`src/rtl/s2p_defs.sv`:
```
// Shared definitions for the serial link (receiver and transmitter):
// FSM encodings, byte width and default sync/idle bytes.
package s2p_defs;

    localparam int BYTE_W = 8;

    localparam logic [BYTE_W-1:0] DEF_SYNC_BYTE  = 8'hBC;
    localparam logic [BYTE_W-1:0] DEF_IDLE_BYTE  = 8'h7C;
    localparam int                DEF_SYNC_COUNT = 4;

    typedef enum logic [1:0] {
        ST_SEARCH = 2'd0,
        ST_SYNC   = 2'd1,
        ST_ACTIVE = 2'd2
    } state_t;

endpackage

```
`src/rtl/serial_to_parallel_rx_if.sv`:
```
// Serial-line / byte-datapath bundle of the receiver. The slave side is the
// receiver; dbg_state exposes its FSM state for checkers.
interface serial_to_parallel_rx_if;
    import s2p_defs::*;

    logic              S;
    logic [BYTE_W-1:0] DATA_OUT;
    logic              VALID;
    logic              ACTIVE;
    logic [1:0]        dbg_state;

    // VALID is a one-cycle strobe with no back-pressure: DATA_OUT is new on
    // every cycle VALID is high and holds its value otherwise.
    modport master (output S, input DATA_OUT, input VALID, input ACTIVE, input dbg_state);
    modport slave  (input S, output DATA_OUT, output VALID, output ACTIVE, output dbg_state);
endinterface

```
`src/rtl/s2p_shift8.sv`:
```
// 8-bit MSB-first shift register; o_sr_next is the value the register takes
// on the coming edge, so decisions can be made on the bit being sampled now.
module s2p_shift8
    import s2p_defs::*;
(
    input  logic              i_clk,
    input  logic              i_rst_n,
    input  logic              i_bit,
    output logic [BYTE_W-1:0] o_sr_next
);

    logic [BYTE_W-1:0] r_sr;
    logic [BYTE_W-1:0] w_sr_next;

    assign w_sr_next = {r_sr[BYTE_W-2:0], i_bit};
    assign o_sr_next = w_sr_next;

    always_ff @(posedge i_clk or negedge i_rst_n) begin
        if (!i_rst_n) begin
            r_sr <= '0;
        end else begin
            r_sr <= w_sr_next;
        end
    end

endmodule

```
`src/rtl/serial_to_parallel_rx.sv`:
```
// Serial-to-parallel receiver: hunts for SYNC_BYTE, confirms SYNC_COUNT aligned
// sync bytes, then strobes out every aligned byte. Optional: S2P_IDLE_FILTER_EN.
module serial_to_parallel_rx
    import s2p_defs::*;
#(
    parameter logic [BYTE_W-1:0] SYNC_BYTE  = DEF_SYNC_BYTE,
    parameter int                SYNC_COUNT = DEF_SYNC_COUNT,
    parameter logic [BYTE_W-1:0] IDLE_BYTE  = DEF_IDLE_BYTE
)
(
    input  logic C,
    input  logic R,
    serial_to_parallel_rx_if.slave rx_bus
);

    localparam logic [3:0] SYNC_CNT4 = 4'(SYNC_COUNT);
`ifdef S2P_IDLE_FILTER_EN
    localparam logic IDLE_FILTER = 1'b1;
`else
    localparam logic IDLE_FILTER = 1'b0;
`endif

    state_t            r_state, w_state_n;
    logic [2:0]        r_bitcnt, w_bitcnt_n;
    logic [3:0]        r_bc_cnt, w_bc_n, w_bc_inc;
    logic [BYTE_W-1:0] r_data, w_data_n;
    logic              r_valid, w_valid_n;
    logic [BYTE_W-1:0] w_sr_next;
    logic              w_is_sync, w_is_idle, w_boundary;

    s2p_shift8 u_shift (
        .i_clk     (C),
        .i_rst_n   (R),
        .i_bit     (rx_bus.S),
        .o_sr_next (w_sr_next)
    );

    assign w_is_sync  = (w_sr_next == SYNC_BYTE);
    assign w_is_idle  = (w_sr_next == IDLE_BYTE);
    assign w_boundary = (r_bitcnt == 3'd7);
    assign w_bc_inc   = (r_bc_cnt == SYNC_CNT4) ? r_bc_cnt : r_bc_cnt + 4'd1;

    always_ff @(posedge C or negedge R) begin
        if (!R) begin
            r_state  <= ST_SEARCH;
            r_bitcnt <= 3'd0;
            r_bc_cnt <= 4'd0;
            r_data   <= '0;
            r_valid  <= 1'b0;
        end else begin
            r_state  <= w_state_n;
            r_bitcnt <= w_bitcnt_n;
            r_bc_cnt <= w_bc_n;
            r_data   <= w_data_n;
            r_valid  <= w_valid_n;
        end
    end

    always_comb begin
        w_state_n  = r_state;
        w_bitcnt_n = r_bitcnt;
        w_bc_n     = r_bc_cnt;
        w_data_n   = r_data;
        w_valid_n  = 1'b0;
        case (r_state)
            ST_SEARCH: begin
                // The sync byte just completed defines the byte phase.
                if (w_is_sync) begin
                    w_bitcnt_n = 3'd0;
                    w_bc_n     = 4'd1;
                    w_state_n  = (SYNC_CNT4 == 4'd1) ? ST_ACTIVE : ST_SYNC;
                end
            end
            ST_SYNC: begin
                w_bitcnt_n = r_bitcnt + 3'd1;
                if (w_boundary) begin
                    if (w_is_sync) begin
                        w_bc_n = w_bc_inc;
                        if (w_bc_inc == SYNC_CNT4) begin
                            w_state_n = ST_ACTIVE;
                        end
                    end else begin
                        w_bc_n    = 4'd0;
                        w_state_n = ST_SEARCH;
                    end
                end
            end
            ST_ACTIVE: begin
                w_bitcnt_n = r_bitcnt + 3'd1;
                if (w_boundary && !(IDLE_FILTER && w_is_idle)) begin
                    w_data_n  = w_sr_next;
                    w_valid_n = 1'b1;
                end
            end
            default: begin
                w_state_n = ST_SEARCH;
            end
        endcase
    end

    assign rx_bus.DATA_OUT  = r_data;
    assign rx_bus.VALID     = r_valid;
    assign rx_bus.ACTIVE    = (r_state == ST_ACTIVE);
    assign rx_bus.dbg_state = r_state;

endmodule
```
`src/flat_wrapper.sv`:
```
// flat-port wrapper written by rule: the top's interface ports become plain ports
module serial_to_parallel_rx_flat import s2p_defs::*;
#(
    parameter logic [BYTE_W-1:0] SYNC_BYTE  = DEF_SYNC_BYTE,
    parameter int                SYNC_COUNT = DEF_SYNC_COUNT,
    parameter logic [BYTE_W-1:0] IDLE_BYTE  = DEF_IDLE_BYTE
)
  (C, R, rx_bus_S, rx_bus_DATA_OUT, rx_bus_VALID, rx_bus_ACTIVE, rx_bus_dbg_state);
  serial_to_parallel_rx_if rx_bus_i ();
  input  logic C;
  input  logic R;
  input wire logic [$bits(rx_bus_i.S)-1:0] rx_bus_S;
  output wire logic [$bits(rx_bus_i.DATA_OUT)-1:0] rx_bus_DATA_OUT;
  output wire logic [$bits(rx_bus_i.VALID)-1:0] rx_bus_VALID;
  output wire logic [$bits(rx_bus_i.ACTIVE)-1:0] rx_bus_ACTIVE;
  output wire logic [$bits(rx_bus_i.dbg_state)-1:0] rx_bus_dbg_state;
  assign rx_bus_i.S = rx_bus_S;
  assign rx_bus_DATA_OUT = rx_bus_i.DATA_OUT;
  assign rx_bus_VALID = rx_bus_i.VALID;
  assign rx_bus_ACTIVE = rx_bus_i.ACTIVE;
  assign rx_bus_dbg_state = rx_bus_i.dbg_state;
  serial_to_parallel_rx #(.SYNC_BYTE(SYNC_BYTE), .SYNC_COUNT(SYNC_COUNT), .IDLE_BYTE(IDLE_BYTE)) u_core (.C(C), .R(R), .rx_bus(rx_bus_i));
endmodule
```
`config.mk`:
```
export PLATFORM = sky130hd
export DESIGN_NAME = serial_to_parallel_rx_flat
export DESIGN_NICKNAME = d
export VERILOG_FILES = /design/src/rtl/s2p_defs.sv /design/src/rtl/serial_to_parallel_rx_if.sv /design/src/rtl/s2p_shift8.sv /design/src/rtl/serial_to_parallel_rx.sv /design/src/flat_wrapper.sv
export SDC_FILE = /design/constraint.sdc
export NUM_CORES = 1
export LEC_CHECK = 0
export CORE_MARGIN = 1
export CORE_UTILIZATION = 53
export DETAILED_ROUTE_END_ITERATION = 7
export GPL_TIMING_DRIVEN = 0
export PLACE_DENSITY = 0.84
export SETUP_SLACK_MARGIN = 0.1
export SLEW_MARGIN = 40
export SYNTH_ARGS = -nofsm -noshare
export SYNTH_HDL_FRONTEND = slang
export SYNTH_HIERARCHICAL = 1
export SYNTH_SLANG_ARGS = --single-unit
```
`constraint.sdc`:
```
create_clock -name C -period 2.2 [get_ports C]
set_input_delay 0.44 -clock C [delete_from_list [all_inputs] [get_ports C]]
set_output_delay 0.44 -clock C [all_outputs]
set_load 0.03 [all_outputs]
```
==> summary.txt, run 1 <==
Outcome
  • Status: complete, no violations

Synth
  • Mapped Area: 1196 µm²
  • Ys async rst share: 100.0%
  • Synth area leaders: dfrtp_1 (52%), ha_1 (8.4%), mux2_2 (7.5%), a21oi_1 (2.9%), o21ai_0 (2.9%)
  • Synth Net Count: 115
  • Top cell type by total area after synthesis: dfrtp_1
  • Top-area cell type share of the netlist area: 52.30%
  • Synth Instances: 104
  • FF+latch count, synth: 25
  • Synth Warn #: 6
  • Top_reg_cell synth: dfrtp_1
  • Seq/Total Area, Yosys: 52.30%
  • Post-synth EDFFs: 0
  • Netlist cell types: 34
  • Syn avg cell area: 11.50 µm²

Floorplanning
  • DIE WIDTH: between 40 and 50 µm
  • Std cell rows: 16
  • Ports: 15
  • Die Area: between 2000 and 2500 µm²
  • Starting Density: approximately three fifths
  • Chip height: 49.51 µm
  • Core Box Area: about 2000 µm²

Global route
  • Initial antenna violation count: 0
  • Total gr overflow: 0
  • Vias in the first global route: 889
  • First-pass GRT wire length: 3.850 mm
  • Largest net degree at the start of global routing: 26
  • GRT Total Usage: 20.95%

STA
  • Max Clock Skew: 0.007813 ns
  • Slew HR: between 40% and 50%
  • Slew @ Worst Pin: 0.8340 ns
  • Fmax: between 400 and 500 MHz
  • Hold_ws: 0.07193 ns
  • Min cycle time layout: 2.071 ns
  • Max-slew violations: 0
  • Fin crit share: a little over nine tenths
  • Setup Viol. Count Final: 0
  • Final Hold Viols: 0
  • RSZ-0062 raised after global routing: no

Drt
  • DR vias/cell: 5.846
  • ANT nets after route: 0
  • Wire length per cell: 15.36 µm
  • Routed WL: approximately 2.3 mm
  • Drt pass-1 iters: 4
  • DR iter-0 viols: 24
  • Vias: ~870
  • Drt drc: 0

Clock tree
  • # hold bufs at CTS: 0
  • Skew-Pair Late Insertion Delay: 0.32 ns
  • Post-CTS Setup Bufs: 0
  • Clk slew on worst S/H paths: 0.14 ns
  • Clock sink count: 25
  • CTS tree: done
  • Clk root buf: clkbuf_4
  • H-tree levels: 1
  • TritonCTS buffer count: 3
  • CTS max path bufs: 2

Critical path
  • WS Path Type: in2reg
  • Max FO, Critical Path: 7
  • CP required: 2.41 ns
  • Critical Path Sink Type: flip-flop
  • Startpoint types: input pin
  • Worst r2r path cells: 8
  • Critical path arrival: 2.28 ns

Placement
  • Dpl hpwl: 1.631 mm
  • Placed cell count: ~150
  • I/O Buffers: 14
  • GP Congestion: 0.8046

Worst hold path
  • Hold WC Path Type: in2async

Pwr
  • Worst vdd ir: 0.5156 mV
  • Static leakage: 0.6387 nW
  • PwrDens: 555.9 nW/µm²

Run
  • Max-Cap Viols: 0

Layout
  • Fillers: 165
  • Nets: 134
  • Growth of design area from synthesis to finish: 19.14%
  • Antenna diodes: 0
  • Layout cell share with drive strength beyond 1: between 10% and 20%
  • Fin cells: 149
-- sequential cells by signal (all words and copies together), names as in the netlist --
name,flops
u_core/rx_bus.VALID,1
u_core/r_bitcnt,3
u_core/rx_bus.dbg_state,2
u_core/rx_bus.DATA_OUT,8
u_core/u_shift/r_sr,7
u_core/r_bc_cnt,4
-- per-stage QoR --
stage	util [%]	power, W	instance area (µm²)	TNS [ns]	worst slack [ns]
after floorplan	-	0.0005499	1196	0	0.3369
after global placement	67.10	0.0005797	1370	-0.2510	-0.1530
after detailed placement	66.85	0.0005849	1365	-0.6240	-0.2284
after CTS	68.38	0.0007919	1396	0	0.1121
after global routing	69.79	0.0008305	1425	0	0.09402
final	69.79	0.0007922	1425	0	0.1290
-- power by group --
part	switching [W]	internal [W]	total, W
Clock	0.000140	0.0000695	0.000209
Combinational	0.0000563	0.0000392	0.0000955
Sequential	0.0000140	0.000474	0.000488
Total	0.000210	0.000582	0.000792
-- cell usage in the layout, fill, tap and decap left out, types with 2 or more instances in the layout --
cell type / synthesis / routed
inv_1: 7 / 7
nand4_1: 3 / 3
dfrtp_1: 25 / 25
nor2_1: 2 / 2
mux2_2: 8 / 8
o21ai_0: 7 / 7
nand2b_1: 4 / 4
nand2_1: 6 / 6
clkdlybuf4s50_1: 0 / 12
clkbuf_4: 0 / 4
a21oi_1: 7 / 7
o31ai_1: 2 / 2
ha_1: 8 / 8
a31oi_1: 2 / 2
-- cell type report --
cell class | instances | area, µm² | share of cell area [%]
Sequential cell | 25 | 625.6 | 43.90
Multi-Input combinational cell | 68 | 545.5 | 38.28
Timing Repair Buffer | 14 | 133.9 | 9.394
Tap cell | 27 | 33.78 | 2.370
Buffer | 4 | 30.03 | 2.107
Inverter | 7 | 26.28 | 1.844
Clock buffer | 3 | 22.52 | 1.580
Clock inverter | 1 | 7.507 | 0.5268
-- synth_stat cells, types with 2 or more instances --
library cell  count
a31oi_1           2
nor2_1            2
inv_1             7
mux2_2            8
o21ai_0           7
nand2_1           6
a21oi_1           7
nand4_1           3
nand2b_1          4
dfrtp_1          25
nor2b_1           2
o31ai_1           2
ha_1              8
-- metal layers --
layer	up-vias	wire (µm)	GRT usage [%]
met5	-	0	0
li1	410	-	-
met1	428	960	25.77
met4	0	21	7.143
met3	6	90	3.704
met2	27	1217	36.99
-- cell families after synthesis --
group	count (synthesis)	share of synthesized area, %
compound gates	27	14.23
fa+ha+maj	8	8.369
buf+inv	11	4.498
flops	25	52.30
mux	9	8.473
simple gates	24	12.13
-- worst max-delay path, cell delays in order --
cell and delay, ns:
clkdlybuf4s50_1 0.43, buf_4 0.16, or4_4 0.54, and2_4 0.18, buf_6 0.13, nor2_4 0.08
mux2_1 0.33
-- worst paths after layout --
check	startpoint	to	slack, ns
setup / recovery	rx_bus_S	u_core/r_bitcnt[0]$_DFFE_PN0P_	0.13
hold / removal	R	u_core/r_bc_cnt[1]$_DFFE_PN0P_	0.07
setup reg to reg	u_core/r_bc_cnt[0]$_DFFE_PN0P_	u_core/rx_bus.dbg_state[0]$_DFFE_PN0P_	0.22
hold reg to reg	u_core/u_shift/r_sr[5]$_DFF_PN0_	u_core/u_shift/r_sr[6]$_DFF_PN0_	0.42
max in group asynchronous	R	u_core/r_bitcnt[0]$_DFFE_PN0P_	1.77
min in group C	u_core/u_shift/r_sr[5]$_DFF_PN0_	u_core/u_shift/r_sr[6]$_DFF_PN0_	0.42
-- what timing repair did --
item                                    CTS  global route
resized for setup                         2             6
pin swaps                                 0             0
endpoints found under the setup margin    2             2
Power figures use the tool's default switching activity.
==> inputs of run 2 (changes only) <==
--- a/config.mk
+++ b/config.mk
@@ -6,10 +6,10 @@
 export NUM_CORES = 1
 export LEC_CHECK = 0
 export CORE_MARGIN = 1
-export CORE_UTILIZATION = 53
+export CORE_UTILIZATION = 30
 export DETAILED_ROUTE_END_ITERATION = 7
 export GPL_TIMING_DRIVEN = 0
-export PLACE_DENSITY = 0.84
+export PLACE_DENSITY = 0.55
 export SETUP_SLACK_MARGIN = 0.1
 export SLEW_MARGIN = 40
 export SYNTH_ARGS = -nofsm -noshare
==> summary.txt, run 2 (synthesis gave the netlist of run 1 again) <==
Critical path
  • WS Path Type: reg2reg
  • Max FO, Critical Path: 8 (+1)
  • Worst path bufs/invs: 2 (-1)
  • CP required: 2.37 ns (-0.04 ns)
  • Startpoint types: flip-flop
  • Critical Path Sink Type: flip-flop
  • CP max-delay cell: o41ai_4
  • Crit path cell chain: clkbuf_4 -> inv_1 -> ha_1 -> nor2b_2 -> a21oi_1 -> o41ai_4 -> nand4_1 -> o311ai_1
  • Worst path top cell family by delay: compound AO/OA/AOI/OAI gates
  • Slowest stage delay, CP: 0.41 ns (-0.13 ns)
  • Critical path arrival: 2.14 ns (-0.14 ns)

STA
  • Setup Viol. Count Final: 0 (unchanged)
  • Max-slew violations: 0 (unchanged)
  • Setup tns final: 0 ns (unchanged)
  • Max Clock Skew: 0.009171 ns (+0.001358 ns)
  • RSZ-0062 raised after global routing: no
  • Slew @ Worst Pin: 0.5447 ns (-0.2893 ns)
  • Final Hold Viols: 0 (unchanged)
  • Min cycle time layout: 1.972 ns (-0.09894 ns)
  • Fin crit share: 89.64% (-4.5 points)
  • Slew HR: 63.39% (+20 points)
  • Hold_ws: 0.1460 ns (+0.07405 ns)
  • Fmax: 507.1 MHz (+5.0%)

Floorplanning
  • Die Area: 4244 µm² (+73%)
  • Std cell rows: 22 (+6)
  • Core Box Area: 3744 µm² (+83%)
  • Chip height: 65.15 µm (+32%)
  • DIE WIDTH: 65.15 µm (+32%)
  • Starting Density: 31.95% (-27 points)
  • Ports: 15 (unchanged)

Drt
  • DR vias/cell: 4.924 (-16%)
  • Drt drc: 0 (unchanged)
  • Wire length per cell: 13.06 µm (-15%)
  • DR iter-0 viols: 17 (-29%)
  • Drt pass-1 iters: 4 (unchanged)
  • Routed WL: 2.234 mm (-2.4%)
  • ANT nets after route: 0 (unchanged)
  • Vias: 842 (-3.3%)

Outcome
  • Status: complete, no violations

Global route
  • Initial antenna violation count: 0 (unchanged)
  • GRT Total Usage: 12.24% (-8.7 points)
  • Largest net degree at the start of global routing: 26 (unchanged)
  • Total gr overflow: 0 (unchanged)
  • Vias in the first global route: 837 (-5.8%)
  • First-pass GRT wire length: 4.022 mm (+4.5%)

Layout
  • Most common cell after layout, fill and taps aside: dfrtp_1
  • Nets: 135 (+0.75%)
  • Max reg flops: 8 (unchanged)
  • Post-Layout Inst Area: 1481 µm² (+4.0%)
  • Fin cells: 171 (+15%)
  • Antenna diodes: 0 (unchanged)
  • Layout cell share with drive strength beyond 1: 19.51% (+1.5 points)
  • Most frequent cells in the layout: dfrtp_1 (25), clkdlybuf4s50_1 (11), mux2_2 (8), ha_1 (8)
  • Growth of design area from synthesis to finish: 23.85%
  • Fillers: 373 (+130%)

Pwr
  • PwrDens: 577.8 nW/µm² (+3.9%)
  • Total Power: 0.0008560 W (+8.1%)
  • Static leakage: 0.6619 nW (+3.6%)
  • Worst vdd ir: 0.4917 mV (-4.6%)

Clock tree
  • Clock sink count: 25 (unchanged)
  • Clk slew on worst S/H paths: 0.09 ns (-0.05 ns)
  • # hold bufs at CTS: 0 (unchanged)
  • CTS tree: done
  • Clk root buf: clkbuf_8
  • CTS max path bufs: 2 (unchanged)
  • H-tree levels: 1 (unchanged)
  • TritonCTS buffer count: 3 (unchanged)
  • Skew-Pair Late Insertion Delay: 0.27 ns (-0.05 ns)

Placement
  • I/O Buffers: 14 (unchanged)
  • Dpl hpwl: 1.563 mm (-4.1%)
  • Placed cell count: 166 (+14%)
  • Area after DPL: 1391 µm² (+1.9%)
  • GP Congestion: 0.8140 (+1.2%)

Worst hold path
  • Hold WC Path Type: in2async

Run
  • Max-Cap Viols: 0 (unchanged)
-- run 2: cell count changes in the layout (fill, tap and decap cells not counted), sizes merged --
| cell | delta |
|---|---|
| dlymetal6s2s | +1 |
| clkdlybuf4s50 | -1 |
| clkinvlp | -1 |
| clkbuf | +1 |
| buf | +1 |
-- run 2: through the flow --
stage / utilization (%) / setup WS (ns)
floorplan: - / 0.3369
global placement: 37.30 / -0.1808
detailed placement: 37.17 / -0.2029
CTS: 38.60 / 0.09198
global route: 39.57 / 0.09963
finish: 39.57 / 0.2279
-- run 2: area by class of cell --
type                    count  area (µm²)  share of cell area [%]
flip-flops and latches     25       625.6                   42.23
multi-input cells          68       550.5                   37.16
repair buffers             15       143.9                   9.713
well taps                  48       60.06                   4.054
clock buffers               4       45.04                   3.041
plain buffers               4       30.03                   2.027
inverters                   7       26.28                   1.774
-- run 2: power by group --
part / internal, W / leakage, nW / switching [W]
clock: 0.000129 / 0.0228 / 0.000141
combinational: 0.0000431 / 0.314 / 0.0000565
sequential: 0.000473 / 0.325 / 0.0000128
total: 0.000646 / 0.662 / 0.000210
-- run 2: final timing paths --
| kind | startpoint | endpoint | slack [ns] | depth (start not counted) |
|---|---|---|---|---|
| min | R | u_core/rx_bus.DATA_OUT[7]$_DFFE_PN0P_ | 0.15 | 1 |
| min in group C | rx_bus_S | u_core/u_shift/r_sr[0]$_DFF_PN0_ | 0.33 | 1 |
| max reg2reg | u_core/r_bc_cnt[0]$_DFFE_PN0P_ | u_core/rx_bus.dbg_state[0]$_DFFE_PN0P_ | 0.23 | 8 |
| max | u_core/r_bc_cnt[0]$_DFFE_PN0P_ | u_core/rx_bus.dbg_state[0]$_DFFE_PN0P_ | 0.23 | 8 |
| max in group asynchronous | R | u_core/rx_bus.DATA_OUT[2]$_DFFE_PN0P_ | 1.68 | 1 |
| min reg2reg | u_core/u_shift/r_sr[1]$_DFF_PN0_ | u_core/u_shift/r_sr[2]$_DFF_PN0_ | 0.40 | 0 |
-- run 2: metal layers --
metal	vias up	track usage [%]	share of wire, %	wire [µm]
met2	14	19.14	49	1102
met4	0	4.891	0.63	14
met3	2	3.819	3.4	75
met1	415	15.73	47	1042
li1	411	-	-	-
met5	-	0	0	0
-- run 2: timing repair --
item	CTS	global route
cloned	0	0
pin swaps	1	2
endpoints found under the setup margin	3	2
resized for setup	3	7
buffers inserted	0	1
==> inputs of run 3 (changes only) <==
==> constraint.sdc (replaced) <==
create_clock -name C -period 2.3 [get_ports C]
set_input_delay 0.46 -clock C [delete_from_list [all_inputs] [get_ports C]]
set_output_delay 0.46 -clock C [all_outputs]
set_load 0.03 [all_outputs]
==> summary.txt, run 3 (synthesis gave the netlist of run 1 again) <==
STA
  • Min cycle time layout: 2.153 ns
  • Slew @ Worst Pin: 0.5532 ns (+0.008514 ns)
  • RSZ-0062 raised after global routing: no
  • Fin crit share: slightly above 90%
  • Max-slew violations: 0 (unchanged)
  • Fmax: 464.5 MHz
  • Final Hold Viols: 0 (unchanged)
  • Slew HR: 63.12% (-0.27 points)
  • Max Clock Skew: 0.007082 ns (-0.002088 ns)
  • Setup Viol. Count Final: 0 (unchanged)
  • Worst Slack Setup Final: 0.1473 ns (-0.08063 ns)

Layout
  • Post-Layout Inst Area: 1451 µm² (-2.0%)
  • Max reg flops: 8 (unchanged)
  • Most frequent cells in the layout: dfrtp_1 (25), clkdlybuf4s50_1 (12), mux2_2 (8), ha_1 (8)
  • Antenna diodes: 0 (unchanged)
  • Most common cell after layout, fill and taps aside: dfrtp_1
  • Util after Layout: 38.77% (-0.80 points)
  • Layout cell share with drive strength beyond 1: 17.21% (-2.3 points)
  • Nets: 134 (-0.74%)
  • Growth of design area from synthesis to finish: 21.34%

Clock tree
  • Post-CTS Setup Bufs: 0 (unchanged)
  • TritonCTS buffer count: 3 (unchanged)
  • H-tree levels: 1 (unchanged)
  • Clock sink count: 25 (unchanged)
  • CTS max path bufs: 2 (unchanged)
  • Clk slew on worst S/H paths: 0.09 ns (about the same)
  • Clk root buf: clkbuf_8
  • CTS tree: done
  • Skew-Pair Late Insertion Delay: 0.26 ns (about the same)
  • # hold bufs at CTS: 0 (unchanged)
  • CTS resizes: 2 (-1)

Critical path
  • Critical path arrival: 2.30 ns (+0.16 ns)
  • Critical path startpoint: rx_bus_S
  • Worst r2r path cells: 8 (unchanged)
  • WS Path Type: in2reg
  • FF-to-FF Start: u_core/r_bc_cnt[0]$_DFFE_PN0P_
  • Startpoint types: input pin
  • Worst reg-to-reg setup slack: 0.23 ns (about the same)
  • Critical Path Sink Type: flip-flop
  • CP required: 2.45 ns (+0.08 ns)
  • Max FO, Critical Path: 7 (-1)

Placement
  • I/O Buffers: 14 (unchanged)
  • Dpl hpwl: 1.563 mm (unchanged)
  • Area after DPL: 1391 µm² (unchanged)
  • GP Congestion: 0.8140 (unchanged)
  • Dpl ws: -0.1229 ns (+0.08000 ns)

Floorplanning
  • Chip height: 65.15 µm (unchanged)
  • Die Area: 4244 µm² (unchanged)
  • Starting Density: 31.95% (unchanged)
  • Core Box Area: 3744 µm² (unchanged)
  • Ports: 15 (unchanged)
  • Std cell rows: 22 (unchanged)
  • DIE WIDTH: 65.15 µm (unchanged)

Worst hold path
  • Hold WC Path Type: in2async

Global route
  • First-pass GRT wire length: 4.022 mm (unchanged)
  • Initial antenna violation count: 0 (unchanged)
  • Vias in the first global route: 837 (unchanged)
  • Total gr overflow: 0 (unchanged)
  • Largest net degree at the start of global routing: 26 (unchanged)
  • GRT Total Usage: 12.24% (unchanged)

Outcome
  • Status: complete, no violations

Pwr
  • Static leakage: 0.6426 nW (-2.9%)
  • PwrDens: 555.8 nW/µm² (-3.8%)
  • Worst vdd ir: 0.4511 mV (-8.3%)

Drt
  • Drt drc: 0 (unchanged)
  • DR vias/cell: 4.824 (-2.0%)
  • Drt pass-1 iters: 4 (unchanged)
  • Vias: 820 (-2.6%)
  • ANT nets after route: 0 (unchanged)
  • Wire length per cell: 13.11 µm (+0.32%)
  • Routed WL: 2.228 mm (-0.27%)
  • DR iter-0 viols: 13 (-4)

Run
  • Max-Cap Viols: 0 (unchanged)
-- run 3: worst paths after layout --
check	to
worst max-delay path	u_core/r_bitcnt[0]$_DFFE_PN0P_
worst min-delay path	u_core/rx_bus.DATA_OUT[7]$_DFFE_PN0P_
worst min register to register	u_core/u_shift/r_sr[5]$_DFF_PN0_
max in group asynchronous	u_core/rx_bus.DATA_OUT[2]$_DFFE_PN0P_
min in group C	u_core/u_shift/r_sr[5]$_DFF_PN0_
worst max register to register	u_core/rx_bus.dbg_state[0]$_DFFE_PN0P_
-- run 3: worst max-delay path, stage by stage --
cell and delay, ns:
clkdlybuf4s50_1 0.44, buf_4 0.16, or4_4 0.54, and2_1 0.19, buf_6 0.13, nor2_4 0.07
mux2_1 0.31
-- run 3: report_power, final --
part	leakage, nW	internal, W	switching [W]
sequential	0.325	0.000453	0.0000121
combinational	0.295	0.0000340	0.0000519
clock	0.0228	0.000124	0.000132
-- run 3: routing by layer --
layer / global-route usage, % / up-vias / wire length [µm]
li1: - / 410 / -
met1: 15.73 / 400 / 1079
met2: 19.14 / 8 / 1064
met3: 3.819 / 2 / 69
met4: 4.891 / 0 / 14
met5: 0 / - / 0
-- run 3: cell type report --
| cell class | instances | area [µm²] |
|---|---|---|
| Sequential cell | 25 | 625.6 |
| Timing Repair Buffer | 14 | 133.9 |
| Clock buffer | 4 | 45.04 |
| Inverter | 7 | 26.28 |
| Fill cell | 373 | 2292 |
| Tap cell | 48 | 60.06 |
| Multi-Input combinational cell | 68 | 533.0 |
| Buffer | 4 | 27.53 |
-- run 3: per-stage QoR --
step	hold slack [ns]	total power [W]	instances	setup TNS, ns
after floorplan	0.1644	0.0005260	104	0
after global placement	0.3854	0.0005574	166	-0.1091
after detailed placement	0.3918	0.0005585	166	-0.2039
after CTS	0.1841	0.0008262	170	0
after global routing	0.2092	0.0008534	170	0
final	0.1707	0.0008067	170	0
